### src/rtl/lcd_timing_gen_pkg.sv
// Shared constants and types for the TFT raster timing generator: panel timing
// sets, default sync polarities and the registered output bundle.
package lcd_timing_gen_pkg;

  localparam int unsigned COORD_W   = 11;
  localparam int unsigned FCNT_W    = 8;
  localparam int unsigned MAX_TOTAL = 2048;

  // 480x272 panel (Tang Nano 9K default)
  localparam int unsigned LCD_480_272_H_ACTIVE = 480;
  localparam int unsigned LCD_480_272_H_FP     = 2;
  localparam int unsigned LCD_480_272_H_SYNC   = 41;
  localparam int unsigned LCD_480_272_H_BP     = 2;
  localparam int unsigned LCD_480_272_V_ACTIVE = 272;
  localparam int unsigned LCD_480_272_V_FP     = 2;
  localparam int unsigned LCD_480_272_V_SYNC   = 10;
  localparam int unsigned LCD_480_272_V_BP     = 2;

  // 800x480 panel
  localparam int unsigned LCD_800_480_H_ACTIVE = 800;
  localparam int unsigned LCD_800_480_H_FP     = 40;
  localparam int unsigned LCD_800_480_H_SYNC   = 48;
  localparam int unsigned LCD_800_480_H_BP     = 40;
  localparam int unsigned LCD_800_480_V_ACTIVE = 480;
  localparam int unsigned LCD_800_480_V_FP     = 13;
  localparam int unsigned LCD_800_480_V_SYNC   = 3;
  localparam int unsigned LCD_800_480_V_BP     = 29;

  localparam logic HS_POL_DEFAULT = 1'b0;
  localparam logic VS_POL_DEFAULT = 1'b0;

  typedef struct packed {
    logic               den;
    logic               hsync;
    logic               vsync;
    logic               line_start;
    logic               frame_start;
    logic [COORD_W-1:0] xpos;
    logic [COORD_W-1:0] ypos;
    logic [FCNT_W-1:0]  frame_cnt;
  } raster_out_t;

  function automatic int unsigned axis_total(input int unsigned active, input int unsigned fp,
                                             input int unsigned sync, input int unsigned bp);
    return active + fp + sync + bp;
  endfunction

endpackage

### src/rtl/lcd_timing_gen_if.sv
// Panel-side signal bundle of the raster timing generator; master is the
// generator, slave is the draw logic consuming the raster.
interface lcd_timing_gen_if;
  import lcd_timing_gen_pkg::*;

  logic               enable;
  logic               hsync;
  logic               vsync;
  logic               den;
  logic [COORD_W-1:0] xpos;
  logic [COORD_W-1:0] ypos;
  logic               line_start;
  logic               frame_start;
  logic [FCNT_W-1:0]  frame_cnt;

  modport master (
    input  enable,
    output hsync, vsync, den, xpos, ypos, line_start, frame_start, frame_cnt
  );

  modport slave (
    output enable,
    input  hsync, vsync, den, xpos, ypos, line_start, frame_start, frame_cnt
  );

endinterface

### src/rtl/lcd_timing_gen_axis_counter.sv
// One raster axis: counts ACTIVE, FP, SYNC, BP positions in that order and
// decodes the active and sync windows from the current count.
module lcd_axis_counter
  import lcd_timing_gen_pkg::*;
#(
  parameter int unsigned ACTIVE = 480,
  parameter int unsigned FP     = 2,
  parameter int unsigned SYNC   = 41,
  parameter int unsigned BP     = 2
) (
  input  logic               clk_i,
  input  logic               rst_i,
  input  logic               step_i,
  output logic [COORD_W-1:0] count_o,
  output logic               wrap_o,
  output logic               active_o,
  output logic               sync_active_o
);

  localparam int unsigned        TOTAL     = axis_total(ACTIVE, FP, SYNC, BP);
  localparam logic [COORD_W-1:0] LAST_C    = COORD_W'(TOTAL - 1);
  localparam logic [COORD_W-1:0] ACTIVE_C  = COORD_W'(ACTIVE);
  localparam logic [COORD_W-1:0] SYNC_LO_C = COORD_W'(ACTIVE + FP);
  localparam logic [COORD_W-1:0] SYNC_HI_C = COORD_W'(ACTIVE + FP + SYNC);

  logic [COORD_W-1:0] count_q, count_d;
  logic               at_last_s;

  assign at_last_s     = (count_q == LAST_C);
  assign wrap_o        = step_i && at_last_s;
  assign count_o       = count_q;
  assign active_o      = (count_q < ACTIVE_C);
  assign sync_active_o = (count_q >= SYNC_LO_C) && (count_q < SYNC_HI_C);

  // next count: advance on step, wrapping after the last back-porch position
  always_comb begin
    count_d = count_q;
    if (step_i) begin
      count_d = at_last_s ? {COORD_W{1'b0}} : count_q + {{(COORD_W-1){1'b0}}, 1'b1};
    end else begin
      count_d = count_q;
    end
  end

  // count register
  always_ff @(posedge clk_i or posedge rst_i) begin
    if (rst_i) begin
      count_q <= {COORD_W{1'b0}};
    end else begin
      count_q <= count_d;
    end
  end

endmodule

### src/rtl/lcd_timing_gen.sv
// Raster timing generator for a parallel RGB TFT panel. Every output is a flop
// decoded from the counter position about to be shown, so outputs never skew.
module lcd_timing_gen
  import lcd_timing_gen_pkg::*;
#(
  parameter int unsigned H_ACTIVE = LCD_480_272_H_ACTIVE,
  parameter int unsigned H_FP     = LCD_480_272_H_FP,
  parameter int unsigned H_SYNC   = LCD_480_272_H_SYNC,
  parameter int unsigned H_BP     = LCD_480_272_H_BP,
  parameter int unsigned V_ACTIVE = LCD_480_272_V_ACTIVE,
  parameter int unsigned V_FP     = LCD_480_272_V_FP,
  parameter int unsigned V_SYNC   = LCD_480_272_V_SYNC,
  parameter int unsigned V_BP     = LCD_480_272_V_BP,
  parameter logic        HS_POL   = HS_POL_DEFAULT,
  parameter logic        VS_POL   = VS_POL_DEFAULT
) (
  input  logic              pixel_clk_i,
  input  logic              rst_i,
  lcd_timing_gen_if.master  lcd
);

  localparam raster_out_t OUT_RESET = '{
    den:         1'b0,
    hsync:       ~HS_POL,
    vsync:       ~VS_POL,
    line_start:  1'b0,
    frame_start: 1'b0,
    xpos:        {COORD_W{1'b0}},
    ypos:        {COORD_W{1'b0}},
    frame_cnt:   {FCNT_W{1'b0}}
  };

  logic [COORD_W-1:0] h_cnt_s, v_cnt_s;
  logic               h_wrap_s, v_wrap_s;
  logic               h_act_s, v_act_s;
  logic               h_sync_s, v_sync_s;
  raster_out_t        out_q, out_d;
  logic               origin_q, origin_d;

  lcd_axis_counter #(.ACTIVE(H_ACTIVE), .FP(H_FP), .SYNC(H_SYNC), .BP(H_BP)) u_h_axis (
    .clk_i         (pixel_clk_i),
    .rst_i         (rst_i),
    .step_i        (lcd.enable),
    .count_o       (h_cnt_s),
    .wrap_o        (h_wrap_s),
    .active_o      (h_act_s),
    .sync_active_o (h_sync_s)
  );

  lcd_axis_counter #(.ACTIVE(V_ACTIVE), .FP(V_FP), .SYNC(V_SYNC), .BP(V_BP)) u_v_axis (
    .clk_i         (pixel_clk_i),
    .rst_i         (rst_i),
    .step_i        (h_wrap_s),
    .count_o       (v_cnt_s),
    .wrap_o        (v_wrap_s),
    .active_o      (v_act_s),
    .sync_active_o (v_sync_s)
  );

  // decode the position about to be shown; disabled cycles blank everything but frame_cnt
  // origin_q marks counters sitting at (0,0): set by reset and by the vertical wrap
  always_comb begin
    out_d           = OUT_RESET;
    out_d.frame_cnt = out_q.frame_cnt;
    origin_d        = origin_q;
    if (lcd.enable) begin
      out_d.den         = h_act_s && v_act_s;
      out_d.hsync       = h_sync_s ? HS_POL : ~HS_POL;
      out_d.vsync       = v_sync_s ? VS_POL : ~VS_POL;
      out_d.xpos        = (h_act_s && v_act_s) ? h_cnt_s : {COORD_W{1'b0}};
      out_d.ypos        = (h_act_s && v_act_s) ? v_cnt_s : {COORD_W{1'b0}};
      out_d.line_start  = (h_cnt_s == {COORD_W{1'b0}}) && v_act_s;
      out_d.frame_start = origin_q;
      out_d.frame_cnt   = out_q.frame_cnt + {{(FCNT_W-1){1'b0}}, origin_q};
      origin_d          = v_wrap_s;
    end else begin
      origin_d = origin_q;
    end
  end

  // output and origin registers
  always_ff @(posedge pixel_clk_i or posedge rst_i) begin
    if (rst_i) begin
      out_q    <= OUT_RESET;
      origin_q <= 1'b1;
    end else begin
      out_q    <= out_d;
      origin_q <= origin_d;
    end
  end

  assign lcd.den         = out_q.den;
  assign lcd.hsync       = out_q.hsync;
  assign lcd.vsync       = out_q.vsync;
  assign lcd.xpos        = out_q.xpos;
  assign lcd.ypos        = out_q.ypos;
  assign lcd.line_start  = out_q.line_start;
  assign lcd.frame_start = out_q.frame_start;
  assign lcd.frame_cnt   = out_q.frame_cnt;

endmodule

### src/flat_wrapper.sv
// flat-port wrapper written by rule: the top's interface ports become plain ports
module lcd_timing_gen_flat import lcd_timing_gen_pkg::*;
#(
  parameter int unsigned H_ACTIVE = LCD_480_272_H_ACTIVE,
  parameter int unsigned H_FP     = LCD_480_272_H_FP,
  parameter int unsigned H_SYNC   = LCD_480_272_H_SYNC,
  parameter int unsigned H_BP     = LCD_480_272_H_BP,
  parameter int unsigned V_ACTIVE = LCD_480_272_V_ACTIVE,
  parameter int unsigned V_FP     = LCD_480_272_V_FP,
  parameter int unsigned V_SYNC   = LCD_480_272_V_SYNC,
  parameter int unsigned V_BP     = LCD_480_272_V_BP,
  parameter logic        HS_POL   = HS_POL_DEFAULT,
  parameter logic        VS_POL   = VS_POL_DEFAULT
)
  (pixel_clk_i, rst_i, lcd_enable, lcd_hsync, lcd_vsync, lcd_den, lcd_xpos, lcd_ypos, lcd_line_start, lcd_frame_start, lcd_frame_cnt);
  lcd_timing_gen_if lcd_i ();
  input  logic pixel_clk_i;
  input  logic rst_i;
  input wire logic [$bits(lcd_i.enable)-1:0] lcd_enable;
  output wire logic [$bits(lcd_i.hsync)-1:0] lcd_hsync;
  output wire logic [$bits(lcd_i.vsync)-1:0] lcd_vsync;
  output wire logic [$bits(lcd_i.den)-1:0] lcd_den;
  output wire logic [$bits(lcd_i.xpos)-1:0] lcd_xpos;
  output wire logic [$bits(lcd_i.ypos)-1:0] lcd_ypos;
  output wire logic [$bits(lcd_i.line_start)-1:0] lcd_line_start;
  output wire logic [$bits(lcd_i.frame_start)-1:0] lcd_frame_start;
  output wire logic [$bits(lcd_i.frame_cnt)-1:0] lcd_frame_cnt;
  assign lcd_i.enable = lcd_enable;
  assign lcd_hsync = lcd_i.hsync;
  assign lcd_vsync = lcd_i.vsync;
  assign lcd_den = lcd_i.den;
  assign lcd_xpos = lcd_i.xpos;
  assign lcd_ypos = lcd_i.ypos;
  assign lcd_line_start = lcd_i.line_start;
  assign lcd_frame_start = lcd_i.frame_start;
  assign lcd_frame_cnt = lcd_i.frame_cnt;
  lcd_timing_gen #(.H_ACTIVE(H_ACTIVE), .H_FP(H_FP), .H_SYNC(H_SYNC), .H_BP(H_BP), .V_ACTIVE(V_ACTIVE), .V_FP(V_FP), .V_SYNC(V_SYNC), .V_BP(V_BP), .HS_POL(HS_POL), .VS_POL(VS_POL)) u_core (.pixel_clk_i(pixel_clk_i), .rst_i(rst_i), .lcd(lcd_i));
endmodule
### config.mk
export PLATFORM = sky130hd
export DESIGN_NAME = lcd_timing_gen_flat
export DESIGN_NICKNAME = d
export VERILOG_FILES = /design/src/rtl/lcd_timing_gen_pkg.sv /design/src/rtl/lcd_timing_gen_if.sv /design/src/rtl/lcd_timing_gen_axis_counter.sv /design/src/rtl/lcd_timing_gen.sv /design/src/flat_wrapper.sv
export SDC_FILE = /design/constraint.sdc
export NUM_CORES = 1
export LEC_CHECK = 0
export ABC_CLOCK_PERIOD_IN_PS = 3400
export CORE_MARGIN = 2
export CORE_UTILIZATION = 40
export DETAILED_ROUTE_END_ITERATION = 16
export HOLD_SLACK_MARGIN = 0.08
export SETUP_SLACK_MARGIN = 0.5
export SLEW_MARGIN = 30
export SYNTH_ARGS = -nofsm -noshare
export SYNTH_HDL_FRONTEND = slang
export SYNTH_SLANG_ARGS = --single-unit
### constraint.sdc
create_clock -name pixel_clk_i -period 3.4 [get_ports pixel_clk_i]
set_input_delay 1.02 -clock pixel_clk_i [delete_from_list [all_inputs] [get_ports pixel_clk_i]]
set_output_delay 1.02 -clock pixel_clk_i [all_outputs]
set_load 0.005 [all_outputs]
==> results_dict.tcl <==
set metrics [dict create \
    max_freq_mhz 377 \
    gp_congestion 0.833 \
    slowest_stage "or4_4" \
    critical_path_buf_inv_count 1 \
    die_area_sq_um 6840 \
    fin_crit_sh 0.780 \
    synth_seq_cells 58 \
    fin_area_sq_um 3080 \
    grt_max_degree 25 \
    seqPwrFrac 0.511 \
    antenna_left 0 \
    status "complete, no violations" \
    crit_required_ns 3.61 \
    p_sw_frac 0.276 \
    ys_types 40 \
    path_class "input pin to register" \
    core_area_sq_um 5960 \
    drc 0 \
    cts_root_buffer "clkbuf_8" \
    switchingPower_mw 0.460 \
    cpMostUsedCell "or4_4" \
    grt_antenna_before_repair 0 \
    synthFlopType "dfrtp_1" \
    rsz0062_at_grt "false" \
    wirelength_um 4500 \
    clock_sinks 58 \
    clock_path_buffers 2 \
    via_per_inst 4.87 \
    fin_crit_ns 2.65 \
    finalSetupViolCount 0 \
    clock_latency_ns 0.33 \
    drt_first_pass_iters 4 \
    netlist_instances 212 \
    crit_chain "clkdlybuf4s50_1 > nand3_1 > or4_4 > or4_4 > xnor2_2" \
    hold_violations 0 \
    finClkSkew_ns 0.00765 \
    cp.arrival_ns 2.86 \
    synth_area_leaders "dfrtp_1 (56%), and2_1 (4.0%), xnor2_1 (3.9%)" \
    cts_max_level 3 \
    critPathTopFamily "simple AND/OR/NAND/NOR gates" \
    syn_to_final_growth_pct 24.5 \
    wl_per_cell_um 13.2 \
    die_y_um 82.7 \
    p_clk_frac 0.318 \
    p_int_mw 1.20 \
    multi_input_area_sq_um 933 \
    die-width_um 82.7 \
    seq_area_frac_synth 0.587 \
    grt_overflow_total 0 \
    start_kind "input pin" \
    nets 270 \
    yosysTopAreaCell "dfrtp_1" \
    worst_slack_ns 0.749 \
    hold_class "register to register" \
    regArea_sq_um 1460 \
    yosys_warnings 0 \
    pre_cts_ws_ns 0.412 \
    cap_violations 0 \
    cts_tree "done" \
    grt_usage 0.158 \
    postPlaceCellArea_sq_um 2920 \
    crit_path_max_incr_delay_ns 0.57 \
    p_leak_nw 1.41 \
    post_cts_buffers 0 \
    grt_pass1_wl_um 7800 \
    drv_slew 0 \
    drt-initial-drc-count 98 \
    cts.reportedPaths.clkPinSlew_ns 0.06 \
    grt_pass1_vias 1599 \
    initial_core_util 0.416 \
    syn_area_sq_um 2480 \
    rows 28 \
    crit_path_max_fanout 7 \
    cts-resized-gates 0 \
    avgSynthCellArea_sq_um 11.7 \
    cts_buffers 9 \
    yosysTopAreaCellShare 0.556 \
    combinationalPowerShare 0.170 \
    dp_hpwl_um 3110 \
    synth_edf_count 0 \
    drive_above_1_share 0.135 \
    hold_buffers 0 \
    async_flop_share 1.00 \
    fill_cells 566 \
    power.density_nw_per_um2 540 \
    final.setup.tns_ns 0 \
    num_antenna_cells 0 \
    io_buffer_count 37 \
    end_kind "register" \
    ir_drop_uv 265 \
    vias 1661 \
    ios 38 \
]
## logic make-up after synthesis
| kind of cell | share of synthesized area |
|---|---|
| mux | 0.0222 |
| other cells | 0.00151 |
| simple gates | 0.209 |
| fa+ha+maj | 0.0303 |
| buf+inv | 0.0404 |
| xor+xnor | 0.0667 |
| flops | 0.587 |
| compound gates | 0.0429 |
## synthesized netlist by cell type, drive strengths merged, types with 4 or more instances
library cell,instances
mux2,4
a21oi,4
and3,4
nand3,11
dfrtp,55
nand4,8
nor2,15
ha,6
and2,17
buf,4
xnor2,12
nor3,8
nand2,14
inv,6
o21ai,6
xor2,6
## registers in the layout, indices dropped and copies added (netlist names)
register,flops
u_core.lcd.frame_start,1
u_core.u_v_axis.count_o,11
u_core.u_h_axis.count_o,11
u_core.lcd.vsync,1
u_core.lcd.ypos,11
u_core.lcd.xpos,11
u_core.lcd.line_start,1
u_core.lcd.frame_cnt,8
u_core.lcd.hsync,1
u_core.origin_q,1
u_core.lcd.den,1
## per-layer routing
layer | vias to the layer above | global-route usage | wire length (um)
met3 | 10 | 0.0391 | 220
met4 | 0 | 0.103 | 134
met2 | 55 | 0.219 | 1890
li1 | 822 | - | -
met5 | - | 0 | 0
met1 | 774 | 0.219 | 2260
## power groups by stage
stage          combinational [mW]  clock [mW]  sequential [mW]
6_report                    0.283       0.530            0.851
5_1_grt                     0.320       0.585            0.864
4_1_cts                     0.289       0.545            0.851
3_5_place_dp                0.286           0            0.863
3_3_place_gp                0.282           0            0.861
2_1_floorplan               0.220           0            0.838
## stage by stage
step,utilization,hold WS (ns),std cells,power (mW)
final,0.518,0.474,341,1.66
after detailed placement,0.490,0.471,325,1.15
after CTS,0.518,0.483,341,1.68
after global routing,0.518,0.503,341,1.77
after global placement,0.490,0.466,325,1.14
after floorplan,-,0.462,215,1.06
## worst register-to-register path: cells and delay by family, from the launching register on
| family | cells | cell delay [ns] |
|---|---|---|
| xor gates and xnor gates | 1 | 0.14 |
| and+or+nand+nor | 3 | 1.75 |
| DFF | 1 | 0.44 |
## layout make-up
| cell class | count | area share |
|---|---|---|
| Sequential cell | 58 | 0.472 |
| Multi-Input combinational cell | 143 | 0.303 |
| Timing Repair Buffer | 43 | 0.135 |
| Clock buffer | 13 | 0.0483 |
| Tap cell | 75 | 0.0304 |
| Inverter | 6 | 0.00730 |
| Clock inverter | 3 | 0.00487 |
## final timing paths
path                                            startpoint                    endpoint  slack, ns  cells past startpoint
min in group asynchronous                            rst_i          u_core.lcd.xpos[2]       1.04                      2
worst min-delay path               u_core.lcd.frame_cnt[7]     u_core.lcd.frame_cnt[7]       0.47                      1
worst max register to register  u_core.u_h_axis.count_o[4]  u_core.u_v_axis.count_o[7]       0.96                      4
max in group asynchronous                            rst_i  u_core.u_h_axis.count_o[8]       1.70                      3
worst max-delay path                            lcd_enable  u_core.u_v_axis.count_o[7]       0.75                      5
worst min register to register     u_core.lcd.frame_cnt[7]     u_core.lcd.frame_cnt[7]       0.47                      1
## placed cells by master, fill, tap and decap left out, types with 3 or more instances in the layout
cell             instances
dfstp_2                  3
xnor2_1                 11
clkinv_2                 3
clkbuf_8                10
conb_1                   4
o21ai_0                  6
or4_4                    3
nor2_1                  15
and3_1                   3
ha_1                     6
nand2_1                 14
a21oi_1                  4
nand4_1                  8
nand3_1                 11
mux2_2                   4
clkdlybuf4s50_1         37
and2_1                  16
a31oi_1                  3
clkbuf_1                 3
inv_1                    5
xor2_1                   6
buf_4                    6
dfrtp_1                 55
nor3_1                   8
(Power assumes the default switching activity.)
